===== config.mk =====
export PLATFORM = sky130hd
export DESIGN_NAME = branch_predictor
export DESIGN_NICKNAME = d
export VERILOG_FILES = /design/src/rtl/branch_predictor.sv
export SDC_FILE = /design/constraint.sdc
export NUM_CORES = 1
export LEC_CHECK = 0
export ABC_AREA = 1
export BUFFER_PORTS_ARGS = -buffer_cell sky130_fd_sc_hd__buf_2
export CAP_MARGIN = 10
export CELL_PAD_IN_SITES_DETAIL_PLACEMENT = 1
export CELL_PAD_IN_SITES_GLOBAL_PLACEMENT = 1
export CORE_MARGIN = 10
export CORE_UTILIZATION = 35
export CTS_BUF_LIST = sky130_fd_sc_hd__clkbuf_16
export CTS_CLUSTER_DIAMETER = 80
export DETAILED_ROUTE_END_ITERATION = 10
export GPL_ROUTABILITY_DRIVEN = 1
export HOLD_SLACK_MARGIN = 0.1
export PLACE_DENSITY = 0.64
export SYNTH_ARGS = -nofsm -noshare
export SYNTH_HDL_FRONTEND = slang
export SYNTH_SLANG_ARGS = --single-unit
export TNS_END_PERCENT = 10

===== constraint.sdc =====
create_clock -name clk -period 3.9 [get_ports clk]
set_input_delay 0.195 -clock clk [delete_from_list [all_inputs] [get_ports clk]]
set_output_delay 0.195 -clock clk [all_outputs]
set_load 0.01 [all_outputs]

===== src/rtl/branch_predictor.sv =====
// Fetch-stage branch predictor: direct-mapped BTB with 2-bit counters for IF lookup,
// EX-stage table update, mispredict/redirect generation and saturating statistics.
module branch_predictor #(
    parameter int WIDTH     = 32,
    parameter int ENTRIES   = 16,
    parameter int TAG_BITS  = 8,
    parameter int CNT_WIDTH = 16
) (
    input  logic                 clk,
    input  logic                 rst,
    input  logic [WIDTH-1:0]     PC_F,
    output logic                 predict_taken_F,
    output logic [WIDTH-1:0]     predict_target_F,
    input  logic                 update_valid_E,
    input  logic                 is_jump_E,
    input  logic [WIDTH-1:0]     PC_E,
    input  logic [WIDTH-1:0]     PCP4_E,
    input  logic                 taken_E,
    input  logic [WIDTH-1:0]     target_E,
    input  logic                 pred_taken_E,
    input  logic [WIDTH-1:0]     pred_target_E,
    output logic                 mispredict,
    output logic [WIDTH-1:0]     redirect_pc,
    input  logic                 stats_clr,
    output logic [CNT_WIDTH-1:0] branch_count,
    output logic [CNT_WIDTH-1:0] mispredict_count
);

    localparam int IDX_BITS = (ENTRIES > 1) ? $clog2(ENTRIES) : 1;
    localparam int TAG_LO   = IDX_BITS + 2;
    localparam int TAG_HI   = IDX_BITS + TAG_BITS + 1;

    logic [ENTRIES-1:0]  valid_q;
    logic [ENTRIES-1:0]  jump_mem;
    logic [TAG_BITS-1:0] tag_mem    [ENTRIES];
    logic [WIDTH-1:0]    target_mem [ENTRIES];
    logic [1:0]          ctr_mem    [ENTRIES];

    logic [IDX_BITS-1:0] idx_f;
    logic [IDX_BITS-1:0] idx_e;
    logic [TAG_BITS-1:0] tag_f;
    logic [TAG_BITS-1:0] tag_e;
    logic                hit_f;
    logic                hit_e;
    logic                upd_en;
    logic                alloc;
    logic                entry_we;
    logic                tgt_we;
    logic [1:0]          ctr_old;
    logic [1:0]          ctr_nxt;

    // Only the index and tag fields of the PCs take part in the lookup.
    logic unused_pc_bits;
    assign unused_pc_bits = ^{PC_F, PC_E};

    assign idx_f = PC_F[IDX_BITS+1:2];
    assign tag_f = PC_F[TAG_HI:TAG_LO];
    assign idx_e = PC_E[IDX_BITS+1:2];
    assign tag_e = PC_E[TAG_HI:TAG_LO];

    // Lookup reads registered state, so a same-cycle update is seen only next cycle.
    always_comb begin
        hit_f            = valid_q[idx_f] & (tag_mem[idx_f] == tag_f);
        predict_taken_F  = hit_f & (jump_mem[idx_f] | ctr_mem[idx_f][1]);
        predict_target_F = hit_f ? target_mem[idx_f] : '0;
    end

    always_comb begin
        upd_en   = update_valid_E & ~rst;
        hit_e    = valid_q[idx_e] & (tag_mem[idx_e] == tag_e);
        ctr_old  = ctr_mem[idx_e];
        alloc    = upd_en & ~hit_e & taken_E;
        entry_we = upd_en & hit_e;
        tgt_we   = alloc | (entry_we & (taken_E | is_jump_E));
        ctr_nxt  = ctr_old;
        if (!hit_e) begin
            ctr_nxt = is_jump_E ? 2'd3 : 2'd2;
        end else if (is_jump_E) begin
            ctr_nxt = 2'd3;
        end else if (taken_E) begin
            if (ctr_old != 2'd3) ctr_nxt = ctr_old + 2'd1;
        end else begin
            if (ctr_old != 2'd0) ctr_nxt = ctr_old - 2'd1;
        end
    end

    always_ff @(posedge clk or posedge rst) begin
        if (rst) begin
            valid_q <= '0;
        end else if (alloc) begin
            valid_q[idx_e] <= 1'b1;
        end
    end

    // Payload storage is qualified by valid, so it carries no reset.
    always_ff @(posedge clk) begin
        if (entry_we | alloc) ctr_mem[idx_e] <= ctr_nxt;
        if (tgt_we) target_mem[idx_e] <= target_E;
        if (alloc) begin
            tag_mem[idx_e]  <= tag_e;
            jump_mem[idx_e] <= is_jump_E;
        end
    end

    always_comb begin
        mispredict = update_valid_E & ~rst &
                     ((taken_E != pred_taken_E) |
                      (taken_E & pred_taken_E & (target_E != pred_target_E)));
        redirect_pc = (update_valid_E & taken_E) ? target_E : PCP4_E;
    end

    always_ff @(posedge clk or posedge rst) begin
        if (rst) begin
            branch_count     <= '0;
            mispredict_count <= '0;
        end else if (stats_clr) begin
            branch_count     <= '0;
            mispredict_count <= '0;
        end else begin
            if (update_valid_E && (branch_count != '1))
                branch_count <= branch_count + CNT_WIDTH'(1);
            if (mispredict && (mispredict_count != '1))
                mispredict_count <= mispredict_count + CNT_WIDTH'(1);
        end
    end

endmodule


==> reports/metrics.cfg, run 1 <==
[power_and_ir_drop]
powerDensity_nw_per_um2 = 458
cellLeakagePower_uw = 0.0137
ir_drop_mv = 0.333

[sta]
tightest_slew_ns = 1.07
max_freq_ghz = 0.277
skew_ns = 0.0364
fin_crit_sh_pct = 92.6
slew_viol_final = 0
setup_viol = 0
timing.setup.tns_ns = 0
max_slew_margin_pct = 28.5
rsz0062_at_grt = false
hold_viol_final = 0
period_minus_slack_ns = 3.61

[setup_path]
crit_family = simple AND/OR/NAND/NOR gates
critPathLaunchType = flop
cp_max_fo = 17
critPathSlowestCell = nand3_2
critPathBufInv = 3
crit_required_ns = 3.70
cp-end-kind = output pin
crit_top_cell = o21ai_0
worst-setup-path-type = reg2out
arrival_ns = 3.42
crit_chain = o21ai_0 -> o22ai_1 -> o21ai_0 -> nand2_1 -> nand2_1 -> o21ai_0 -> nor2_1 -> nand3_2 -> buf_4 -> nor3_1 -> buf_4 -> buf_2
cpPeakStageDelay_ns = 0.42

[routing]
vias = 23800
drtAntennaViolNets = 0
drc_errors = 0
routed_wl_um = 107000
wire_per_inst_um = 24.8
drtIter0Drc = 1824
vias_per_cell = 5.51
drt_first_pass_iters = 6

[clocking]
cts_buffers = 80
clkTransAtPathRegs_ns = 0.06
cts_tree = done
cts_hold_buf = 44
cts-root-buf = clkbuf_16
clock_path_buffers = 3
htreeDepth = 3
ctsResizeCount = 0
clk_latency_ns = 0.65
clock-sinks = 736
post-cts-setup-buffer-count = 0

[place]
port_buffers = 224
dp_hpwl_um = 62300
gp_congestion = 0.829
place_inst = 4124

[synth]
synth_commonest_cells = nand2_1, edfxtp_1, a21oi_1
synth_area_leader_cell = edfxtp_1
synth_area_leaders = edfxtp_1, nand2_1, a21oi_1
synth_edf_count = 688
yosys_warnings = 0
ys_seq_area_share_pct = 67.7
ys_seq_elements = 736
synthCells = 2817
yosys_most_used_dff = edfxtp_1
synth_cell_type_count = 44
synth_top_area_share_pct = 64.0
async_flop_share_pct = 6.52
syn-mean-instance-area_um2 = 11.5
yosysMostFrequentCell = nand2_1
synth_area_um2 = 32300
synth_nets = 2987

[grt]
grt_max_degree = 193
grt-busiest-layer = met2
met1_usage_pct = 25.1
gr-usage-met2_pct = 34.6
grt_pass1_vias = 25100
antenna_found_initial = 8
grt_use_met3_pct = 2.60
grt_util_all_layers_pct = 19.9
grt_pass1_wl_um = 158000
grt_overflow = 0

[floorplanning]
io_pins = 265
die-area_um2 = 105000
die_h_um = 324
core.rowCount = 111
die_w_um = 324
coreArea_um2 = 91700
start_util_pct = 35.2

[final_layout]
drive_above_1_share_pct = 15.4
fill_cells = 9780
final_cells = 4317
nNetsFinal = 3235
syn_to_final_growth_pct = 18.0

[flow_run]
cap_violations = 0

[worst_hold_path]
hold_path.class = in2reg

[status]
outcome = finished, final reports clean

-- worst paths after layout --
| path | endpoint | slack (ns) | from | cells after the start |
|---|---|---|---|---|
| setup / recovery | predict_target_F[1] | 0.29 | tag_mem[9][4] | 12 |
| hold / removal | target_mem[15][31] | 0.23 | target_E[31] | 2 |
| setup reg to reg | target_mem[15][27] | 0.92 | valid_q[4] | 16 |
| hold reg to reg | valid_q[10] | 0.48 | valid_q[10] | 2 |
| max in group asynchronous | branch_count[5] | 2.79 | rst | 3 |
| min in group asynchronous | branch_count[2] | 0.45 | rst | 3 |
-- placed cells by master (no fill, tap or decap), types with 8 or more instances in the layout --
cell,instances
a32o_1,26
o31ai_1,31
buf_4,62
nand3_1,44
nand2_1,699
clkinv_2,8
a22oi_1,8
a21oi_1,284
o211ai_1,50
dfrtp_1,48
a221oi_1,72
o221ai_1,15
o22ai_1,15
o21ai_0,139
buf_12,20
nor2_1,178
clkinv_1,22
xnor2_1,35
edfxtp_1,688
a221o_1,26
mux2_2,32
clkbuf_16,82
dlygate4sd3_1,44
a21oi_4,16
xor2_1,12
nor3_1,44
inv_1,134
buf_2,221
-- power breakdown --
group | leakage [uW] | switching, uW | total, uW | internal [uW]
clock network | 0.00132 | 3200 | 7370 | 4170
registers | 0.00682 | 19.5 | 8710 | 8690
logic | 0.00556 | 947 | 1370 | 423
total | 0.0137 | 4170 | 17400 | 13300
-- kinds of logic after synthesis --
logic type / synth area share (%)
xor+xnor: 1.27
fa+ha+maj: 0.147
simple gates: 12.2
compound gates: 13.5
buf+inv: 4.01
mux: 1.12
flops: 67.7
-- sequential cells by signal, indices dropped and copies added (netlist names) --
register and count:
mispredict_count 16, branch_count 16, tag_mem 128, jump_mem 16, valid_q 16, target_mem 512
ctr_mem 32
-- final cells by class --
cell class              instances  area (um^2)  area share [%]
diodes                          2         5.00          0.0131
inverters                     124          480            1.26
clock inverters                64          497            1.30
multi-input cells            1774         9290            24.4
repair buffers                349         2440            6.40
flip-flops and latches        736        21900            57.4
well taps                    1186         1480            3.89
clock buffers                  82         2050            5.38
-- per-layer routing --
metal,routed length (um),vias up
met5,0,-
met4,3470,0
met3,5380,190
met2,53600,685
met1,44600,12200
li1,-,10700
-- stage by stage --
step / total power, uW / hold slack, ns / worst slack, ns / utilization [%] / area, um^2
floorplan: 9610 / 0.294 / 0.316 / - / 32300
global placement: 10100 / 0.457 / 0.276 / 38.3 / 35100
detailed placement: 10200 / 0.464 / 0.249 / 38.3 / 35100
CTS: 17600 / 0.176 / 0.252 / 41.6 / 38100
global route: 18000 / 0.208 / 0.0554 / 41.6 / 38100
finish: 17400 / 0.225 / 0.289 / 41.6 / 38100
(Power assumes the default switching activity.)
==> run 2, diff against run 1 <==
Settings changed: PLACE_DENSITY 0.64 to 0.66.
Clock period 3.9 ns to 3.1 ns, I/O delays scaled along.
==> run 2 against run 1 <==
  * Non-clock buffer count is 48 higher
  * Core utilization is 1.1 points higher
  * Routed wire length is 2.5% higher
  * Largest power group unchanged
  * Critical path depth stayed put
  * Combinational power is 34% higher
  * Clock power is 29% higher
  * Die area stayed put
  * Critical path type unchanged
==> reports/metrics.cfg, run 2 (synthesis gave the netlist of run 1 again) <==
[sta]
period_minus_slack_ns = 3.03
skew_ns = 0.0368
fin_crit_sh_pct = 97.8
whs_ns = 0.307
setup_viol = 0
slew_viol_final = 0
hold_viol_final = 0
max_slew_margin_pct = 27.0
tightest_slew_ns = 1.09
max_freq_ghz = 0.330
timing.setup.tns_ns = 0

[routing]
wire_per_inst_um = 25.1
drt_first_pass_iters = 5
drtIter0Drc = 2052
drtAntennaViolNets = 0
vias = 24200
drc_errors = 0
routed_wl_um = 110000
vias_per_cell = 5.54

[place]
place_inst = 4169
placed_area_um2 = 35800
port_buffers = 224
gp_congestion = 0.848
dp_hpwl_um = 66300

[floorplanning]
core.rowCount = 111
die_w_um = 324
die_h_um = 324
die-area_um2 = 105000
start_util_pct = 35.2
coreArea_um2 = 91700
io_pins = 265

[clocking]
cts_buffers = 81
clkTransAtPathRegs_ns = 0.06
clock-sinks = 736
clk_latency_ns = 0.65
cts-root-buf = clkbuf_16
htreeDepth = 3
cts_tree = done
clock_path_buffers = 3

[worst_hold_path]
min_path_cells = 6
hp-start = taken_E
hold_path.class = in2reg
holdPathEnd = valid_q[14]

[power_and_ir_drop]
cellLeakagePower_uw = 0.0141
total_power_uw = 22300
powerDensity_nw_per_um2 = 571
ir_drop_mv = 0.502

[final_layout]
nNetsFinal = 3284
syn_to_final_growth_pct = 21.1
final_area_um2 = 39100
largest_reg_flops = 512
final_common_cell = nand2_1
largest_registers = target_mem (512), tag_mem (128), ctr_mem (32)
drive_above_1_share_pct = 17.4
final_cells = 4366
final_cell_mix = nand2_1, edfxtp_1, a21oi_1
top_register = target_mem

[grt]
grt_overflow = 0
antenna_found_initial = 3
grt_util_all_layers_pct = 20.3
grt_pass1_vias = 26100
grt_pass1_wl_um = 163000
grt_max_degree = 103

[setup_path]
crit_required_ns = 2.94
crit_chain = o21ai_1 -> o22ai_1 -> o21ai_0 -> nand2_1 -> nand2_1 -> o21ai_0 -> nor2_1 -> nand3_2 -> buf_12 -> nor3_2 -> buf_4 -> buf_2
worstSetupStartpoint = tag_mem[10][4]
crit-reg2reg-launch = valid_q[4]
cp-end-kind = output pin
critPathSlowestCell = edfxtp_1
r2r-end = ctr_mem[1][1]
critPathLaunchType = flop
cp_max_fo = 33
cpPeakStageDelay_ns = 0.41
arrival_ns = 2.88
worstRegToRegCells = 14
reg2reg_slack_ns = 0.37
worst-setup-path-type = reg2out

[flow_run]
cap_violations = 0

[status]
outcome = finished, final reports clean

run 2: changes by cell type in the layout (fill, tap and decap cells not counted), moves of 4 or more:
cell	delta
buf_12	+34
buf_4	+12
clkinv_1	+4
clkinv_2	+5
inv_1	-7
nor3_1	-12
nor3_2	+10
o21ai_0	-4
run 2: area by class of cell:
cell class / instances / area [um^2]
multi-input combinational: 1774 / 9400
antenna: 1 / 2.50
sequential: 736 / 21900
clock inverter: 66 / 568
timing repair buffer: 397 / 3250
fill: 9788 / 52600
inverter: 124 / 479
tap: 1186 / 1480
clock buffer: 82 / 2050
run 2: how the worst max path moves through the flow:
stage                     slack, ns  depth (start not counted)                   end
final                          0.07                         12  predict_target_F[28]
after floorplan               -0.44                         16     target_mem[10][0]
after CTS                     0.004                         12   predict_target_F[1]
after detailed placement      -0.25                         14     target_mem[13][4]
after global routing          -0.05                         14  predict_target_F[28]
after global placement        -0.17                         14    target_mem[12][14]
run 2: metrics by stage:
stage / util, % / setup slack [ns]
floorplan: - / -0.444
finish: 42.7 / 0.0672
detailed placement: 39.1 / -0.250
global route: 42.7 / -0.0502
global placement: 39.1 / -0.170
CTS: 42.5 / 0.00391
run 2: power breakdown:
group,switching (uW),total [uW],internal [uW],leakage [uW]
logic,1240,1840,597,0.00599
clock network,4050,9540,5490,0.00134
registers,26.1,11000,10900,0.00682
total,5310,22300,17000,0.0141
run 2: critical path, delay by kind of cell, from the launching register on:
kind | cells | cell delay, ns
and+or+nand+nor | 5 | 0.69
AOI/OAI and AO/OA | 4 | 0.56
buffers and inverters | 3 | 0.47
DFF | 1 | 0.41
run 2: layer usage:
| layer | wire length (um) | vias to the layer above | track usage (%) | share of wire, % |
|---|---|---|---|---|
| li1 | - | 10800 | - | - |
| met4 | 2760 | 0 | 6.16 | 2.5 |
| met5 | 0 | - | 0 | 0 |
| met2 | 55300 | 753 | 35.3 | 50 |
| met1 | 46000 | 12500 | 26.0 | 42 |
| met3 | 5680 | 173 | 3.08 | 5.2 |
run 2: timing repair:
| action | in CTS | in global routing |
|---|---|---|
| hold buffers | 45 | 0 |
| endpoints found under the setup margin | 9 | 27 |
| resized for setup | 1 | 29 |
| setup buffers | 0 | 1 |
| cloned | 0 | 1 |
| pin swaps | 0 | 3 |
| hold endpoints to repair | 722 | 0 |
